**config.mk**
```make
export PLATFORM = sky130hd
export DESIGN_NAME = exc_seq_ctrl
export DESIGN_NICKNAME = d
export VERILOG_FILES = /design/src/rtl/exc_seq_ctrl_pkg.sv /design/src/rtl/exc_seq_ctrl_prio_enc.sv /design/src/rtl/exc_seq_ctrl.sv
export SDC_FILE = /design/constraint.sdc
export NUM_CORES = 1
export LEC_CHECK = 0
export CORE_MARGIN = 4
export CORE_UTILIZATION = 30
export CTS_BUF_LIST = sky130_fd_sc_hd__clkbuf_8
export DETAILED_ROUTE_END_ITERATION = 10
export GPL_TIMING_DRIVEN = 0
export PLACE_DENSITY_LB_ADDON = 0.12
export SLEW_MARGIN = 20
export SYNTH_ARGS = -nofsm -noshare
export SYNTH_HDL_FRONTEND = slang
export SYNTH_SLANG_ARGS = --single-unit
export TNS_END_PERCENT = 5
```
**constraint.sdc**
```tcl
create_clock -name clk -period 5.12 [get_ports clk]
set_clock_uncertainty 0.05 [all_clocks]
set_input_delay 1.28 -clock clk [delete_from_list [all_inputs] [get_ports clk]]
set_output_delay 1.28 -clock clk [all_outputs]
set_load 0.1 [all_outputs]
```
**src/rtl/exc_seq_ctrl_pkg.sv**
```systemverilog
// Shared definitions for the exception/ERET sequencer: cause codes, FSM states
// and the bit positions of the request one-hot used by the priority encoder.
package exc_seq_ctrl_pkg;

  localparam logic [4:0] EXC_SYSCALL = 5'd8;
  localparam logic [4:0] EXC_BREAK   = 5'd9;
  localparam logic [4:0] EXC_TEQ     = 5'd13;

  // Request one-hot positions, highest priority first.
  localparam int unsigned W_SYSCALL = 0;
  localparam int unsigned W_BREAK   = 1;
  localparam int unsigned W_TEQ     = 2;
  localparam int unsigned W_ERET    = 3;
  localparam int unsigned W_MTC0    = 4;

  typedef enum logic [2:0] {
    S_IDLE,
    S_ENTER,
    S_ERET,
    S_FLUSH,
    S_REDIR
  } state_e;

endpackage

```
**src/rtl/exc_seq_ctrl_prio_enc.sv**
```systemverilog
// Fixed-priority request encoder (syscall > break > teq > eret > mtc0) with the
// CP0 status mask check applied to the winning exception.
module exc_prio_enc
  import exc_seq_ctrl_pkg::*;
(
  input  logic       syscall_req,
  input  logic       break_req,
  input  logic       teq_req,
  input  logic       eret_req,
  input  logic       mtc0_req,
  input  logic [3:0] status,
  output logic [4:0] winner,
  output logic [4:0] cause,
  output logic       winner_enabled
);

  // NOTE: every output gets a default first so no path through the if-chain infers a latch.
  always_comb begin
    winner         = '0;
    cause          = '0;
    winner_enabled = 1'b0;
    if (syscall_req) begin
      winner[W_SYSCALL] = 1'b1;
      cause             = EXC_SYSCALL;
      winner_enabled    = status[0] & status[1];
    end else if (break_req) begin
      winner[W_BREAK] = 1'b1;
      cause           = EXC_BREAK;
      winner_enabled  = status[0] & status[2];
    end else if (teq_req) begin
      winner[W_TEQ]  = 1'b1;
      cause          = EXC_TEQ;
      winner_enabled = status[0] & status[3];
    end else if (eret_req) begin
      winner[W_ERET] = 1'b1;
      winner_enabled = 1'b1;
    end else if (mtc0_req) begin
      winner[W_MTC0] = 1'b1;
      winner_enabled = 1'b1;
    end
  end

endmodule

```
**src/rtl/exc_seq_ctrl.sv**
```systemverilog
// Exception/ERET sequencer between MEM and CP0: issues CP0 command pulses,
// flushes the pipeline for FLUSH_CYC cycles and then redirects the PC.
module exc_seq_ctrl
  import exc_seq_ctrl_pkg::*;
#(
  parameter int unsigned FLUSH_CYC = 2,
  parameter logic [31:0] VEC_ADDR  = 32'h0040_0004
) (
  input  logic        clk,
  input  logic        rst,
  input  logic        syscall_req,
  input  logic        break_req,
  input  logic        teq_req,
  input  logic        eret_req,
  input  logic        mtc0_req,
  input  logic [31:0] req_pc,
  input  logic [31:0] status,
  input  logic [31:0] epc,
  output logic        stall,
  output logic        flush,
  output logic        busy,
  output logic        cp0_exception,
  output logic [4:0]  cp0_cause,
  output logic [31:0] cp0_pc,
  output logic        cp0_eret,
  output logic        cp0_mtc0,
  output logic        pc_redirect,
  output logic [31:0] redirect_addr
);

  localparam int unsigned CNT_W = $clog2(FLUSH_CYC + 1);
  localparam logic [CNT_W-1:0] CNT_LAST = CNT_W'(FLUSH_CYC - 1);

  state_e            state_q;
  logic [CNT_W-1:0]  cnt_q;
  logic [4:0]        cause_q;
  logic [31:0]       pc_q;
  logic [31:0]       target_q;
  logic              exc_q;
  logic              eret_q;
  logic              flush_q;
  logic              redir_q;

  logic [4:0]        winner;
  logic [4:0]        win_cause;
  logic              win_en;
  logic              win_is_exc;
  logic              unused_status;

  // Only the global enable and the three per-exception enables matter here.
  assign unused_status = ^status[31:4];

  exc_prio_enc u_prio (
    .syscall_req    (syscall_req),
    .break_req      (break_req),
    .teq_req        (teq_req),
    .eret_req       (eret_req),
    .mtc0_req       (mtc0_req),
    .status         (status[3:0]),
    .winner         (winner),
    .cause          (win_cause),
    .winner_enabled (win_en)
  );

  assign win_is_exc = winner[W_SYSCALL] | winner[W_BREAK] | winner[W_TEQ];

  // NOTE: sequential state uses non-blocking assignments so every register samples pre-edge values.
  always_ff @(posedge clk) begin
    if (!rst) begin
      state_q  <= S_IDLE;
      cnt_q    <= '0;
      cause_q  <= '0;
      pc_q     <= '0;
      target_q <= '0;
      exc_q    <= 1'b0;
      eret_q   <= 1'b0;
      flush_q  <= 1'b0;
      redir_q  <= 1'b0;
    end else begin
      exc_q   <= 1'b0;
      eret_q  <= 1'b0;
      flush_q <= 1'b0;
      redir_q <= 1'b0;
      unique case (state_q)
        S_IDLE: begin
          // A masked exception wins arbitration but is simply dropped here.
          if (win_is_exc && win_en) begin
            state_q  <= S_ENTER;
            cause_q  <= win_cause;
            pc_q     <= req_pc;
            target_q <= VEC_ADDR;
            exc_q    <= 1'b1;
            flush_q  <= 1'b1;
          end else if (winner[W_ERET]) begin
            state_q  <= S_ERET;
            target_q <= epc;
            eret_q   <= 1'b1;
            flush_q  <= 1'b1;
          end
        end
        S_ENTER, S_ERET: begin
          state_q <= S_FLUSH;
          cnt_q   <= '0;
          flush_q <= 1'b1;
        end
        S_FLUSH: begin
          flush_q <= 1'b1;
          if (cnt_q == CNT_LAST) begin
            state_q <= S_REDIR;
            redir_q <= 1'b1;
          end else begin
            cnt_q <= cnt_q + 1'b1;
          end
        end
        S_REDIR: state_q <= S_IDLE;
        default: state_q <= S_IDLE;
      endcase
    end
  end

  assign busy          = (state_q != S_IDLE);
  assign stall         = busy;
  assign flush         = flush_q;
  assign cp0_exception = exc_q;
  assign cp0_cause     = exc_q ? cause_q : 5'd0;
  assign cp0_pc        = exc_q ? pc_q : 32'd0;
  assign cp0_eret      = eret_q;
  assign cp0_mtc0      = (state_q == S_IDLE) & winner[W_MTC0];
  assign pc_redirect   = redir_q;
  assign redirect_addr = redir_q ? target_q : 32'd0;

endmodule

```
==> results.md <==
* Pwr Density at about 250 nW/um2
* Initial antenna violation count at 0
* Synth Register Bits at 76
* Syn avg cell area at roughly 8.7 um2
* Min Tclk post-route at around 4700 ps
* Routability cong. at 0.763
* Post-place setup slack at 390 ps
* Sequential share of the synthesized area at between 40% and 50%
* Ys Warns at 0
* Core ar. at about 10000 um2
* Worst skew pair latency at roughly 340 ps
* Most instantiated cells after synthesis: dfxtp_1, and2_1, nand2_1, nand3_1, a22o_1
* Worst path setup slack after routing at between 300 and 400 ps
* Hold Crit Class: register to register
* Vias in the first global route at 3077
* Max VDD drop at 0.000108 V
* Max-cap check violation count at 0
* CP Launch Type: input pin
* Gates resized, CTS repair at 0
* Horiz. Die Dim at about 110 um
* Hold buffer count at cts at 0
* IO Port Bufs at 148
* Root Buffer Master: clkbuf_8
* Pwr Total at ~1.3 mW
* Critical path endpoint category: primary output
* H-tree Lvls at 3
* WS Path Type: input pin to primary output
* Router iterations before antenna repair at 4
* GR Overflow Total at 0
* Site Rows at 37
* Total GRT Usage at 15.4%
* WP data arrival at 3400 ps
* Share of cells above drive strength 1 at approximately 6.5%
* RSZ-0062 raised after global routing: no
* Setup crit end: cp0_mtc0
* Clock sink total at 76
* Total CTS buffers at 9
* DRC at 0
* Post-synth top area cell: dfxtp_1
* Post-synth top flop: dfxtp_1
* Post-CTS Repair Setup Buffers at 0
* Most frequent cell after synthesis: dfxtp_1
* Final Hold Fails at 0
* Final #Nets at ~630
* Ant diodes at 0
* Relative slew slack at ~32%
* Min Hold Slack at approximately 390 ps
* Tcrit/Tclk final at between 90% and 100%
* Worst-Margin Slew at just over 1000 ps
* RR Endpoint: pc_q[21]
* Post-DP HPWL at between 7000 and 8000 um
* CP Data Required Time at 3790 ps
* Critical-path maximum fanout at 8
* R2r setup slk at just over 3000 ps
* Slew Limit Fails at 0
* Area grow syn2layout at 58.1%
* Die span in y at 111 um
* Post-Syn Instances at between 300 and 400
* CTS tree: built
* Top cells by area, synth: dfxtp_1, and2_1, a22o_1, nand3_1, nand2_1
* Total length of routed wires at 9470 um
* Drt initial violations at about 160
* Fraction of registers with async set/reset at 0%
* Critical path origin: syscall_req
* Yosys top cell area share at 48.2%
* Sum Neg Setup Slack at 0 ps
* First-pass GRT wire length at around 16000 um
* Largest net degree at the start of global routing at 14
* Worst R2R Start: state_q[2]
* Hold path depth at 2
* Post-synth EDFFs at 0
* Initial Util at approximately 31%
* Die area at 12200 um2
* Mapped Area at between 3000 and 4000 um2
* Final setup violation count at 0
* Status: finished clean
* Max Fclk at about 210 MHz
* Routed wire length per instance at approximately 14 um
* Leak pwr at around 1.8 nW
* Max Root-Sink Buffers at 2
* ANT nets after route at 0
* Via/cell ratio at ~4.6
* Vias at 3048
* Clock transition at path regs at 80 ps
* Distinct cells, synth at 31
* Io pins at approximately 180
* Worst-case reg-to-reg path depth at 6
## placed cells by master (no fill, tap or decap), types with 4 or more instances in the layout
master,instances
clkinvlp_4,4
clkdlybuf4s50_1,148
inv_1,5
o21ai_0,22
and2_1,68
a21oi_1,6
o21ai_1,14
clkbuf_8,10
nor2_1,10
clkbuf_1,17
nand2_1,38
nand3_1,34
a22o_1,30
nor3_1,5
dfxtp_1,76
buf_2,11
## area by class of cell
cell class	instances	area, um2
clock buffers	10	138
inverters	6	22.5
clock inverters	6	40.0
fillers	1024	5290
repair buffers	148	1480
flip-flops and latches	76	1520
well taps	136	170
multi-input cells	249	1470
plain buffers	31	141
## layer usage
layer / vias up / part of all wire, % / global-route usage (%)
li1: 1552 / - / -
met1: 1390 / 48 / 20.5
met2: 95 / 44 / 23.9
met3: 11 / 6.0 / 4.93
met4: 0 / 1.3 / 4.52
met5: - / 0 / 0
## worst min path at each step
stage	end	slack, ps	from
after floorplan	cause_q[0]	370	cause_q[0]
after global placement	pc_q[25]	380	pc_q[25]
after detailed placement	pc_q[26]	390	pc_q[26]
after CTS	pc_q[26]	400	pc_q[26]
after global routing	pc_q[27]	420	pc_q[27]
final	pc_q[3]	390	pc_q[3]
## state kept, by name, summed over array words and instances, names as in the netlist
signal / flops
cause_q: 3
flush: 1
target_q: 32
pc_redirect: 1
state_q: 3
cnt_q: 2
pc_q: 32
cp0_eret: 1
cp0_exception: 1
## stage by stage
step	utilization, %	cell area, um2	cells
6_report	48.5	4990	662
5_1_grt	48.5	4990	662
4_1_cts	48.5	4990	662
3_5_place_dp	46.8	4810	646
3_3_place_gp	46.8	4810	646
2_1_floorplan	-	3160	362
## critical path, cell delays in order
cell and delay (ps):
clkdlybuf4s50_1 530, nor3_1 240, and4b_1 210, clkdlybuf4s50_1 1140
## report_power, final
part           switching (mW)  internal (mW)  leakage (nW)  total (mW)
Clock                   0.228          0.187        0.0803       0.415
Sequential             0.0142          0.616         0.616       0.630
Combinational           0.129         0.0924          1.15       0.221
Total                   0.371          0.895          1.85        1.27
## logic make-up after synthesis
group / share of synthesized area, %
buffers and inverters: 5.19
other: 0.119
AND/OR/NAND/NOR: 28.7
AO/OA/AOI/OAI: 17.4
adder cells (fa/ha/maj): 0.396
flip-flops: 48.2
(Power assumes the default switching activity.)
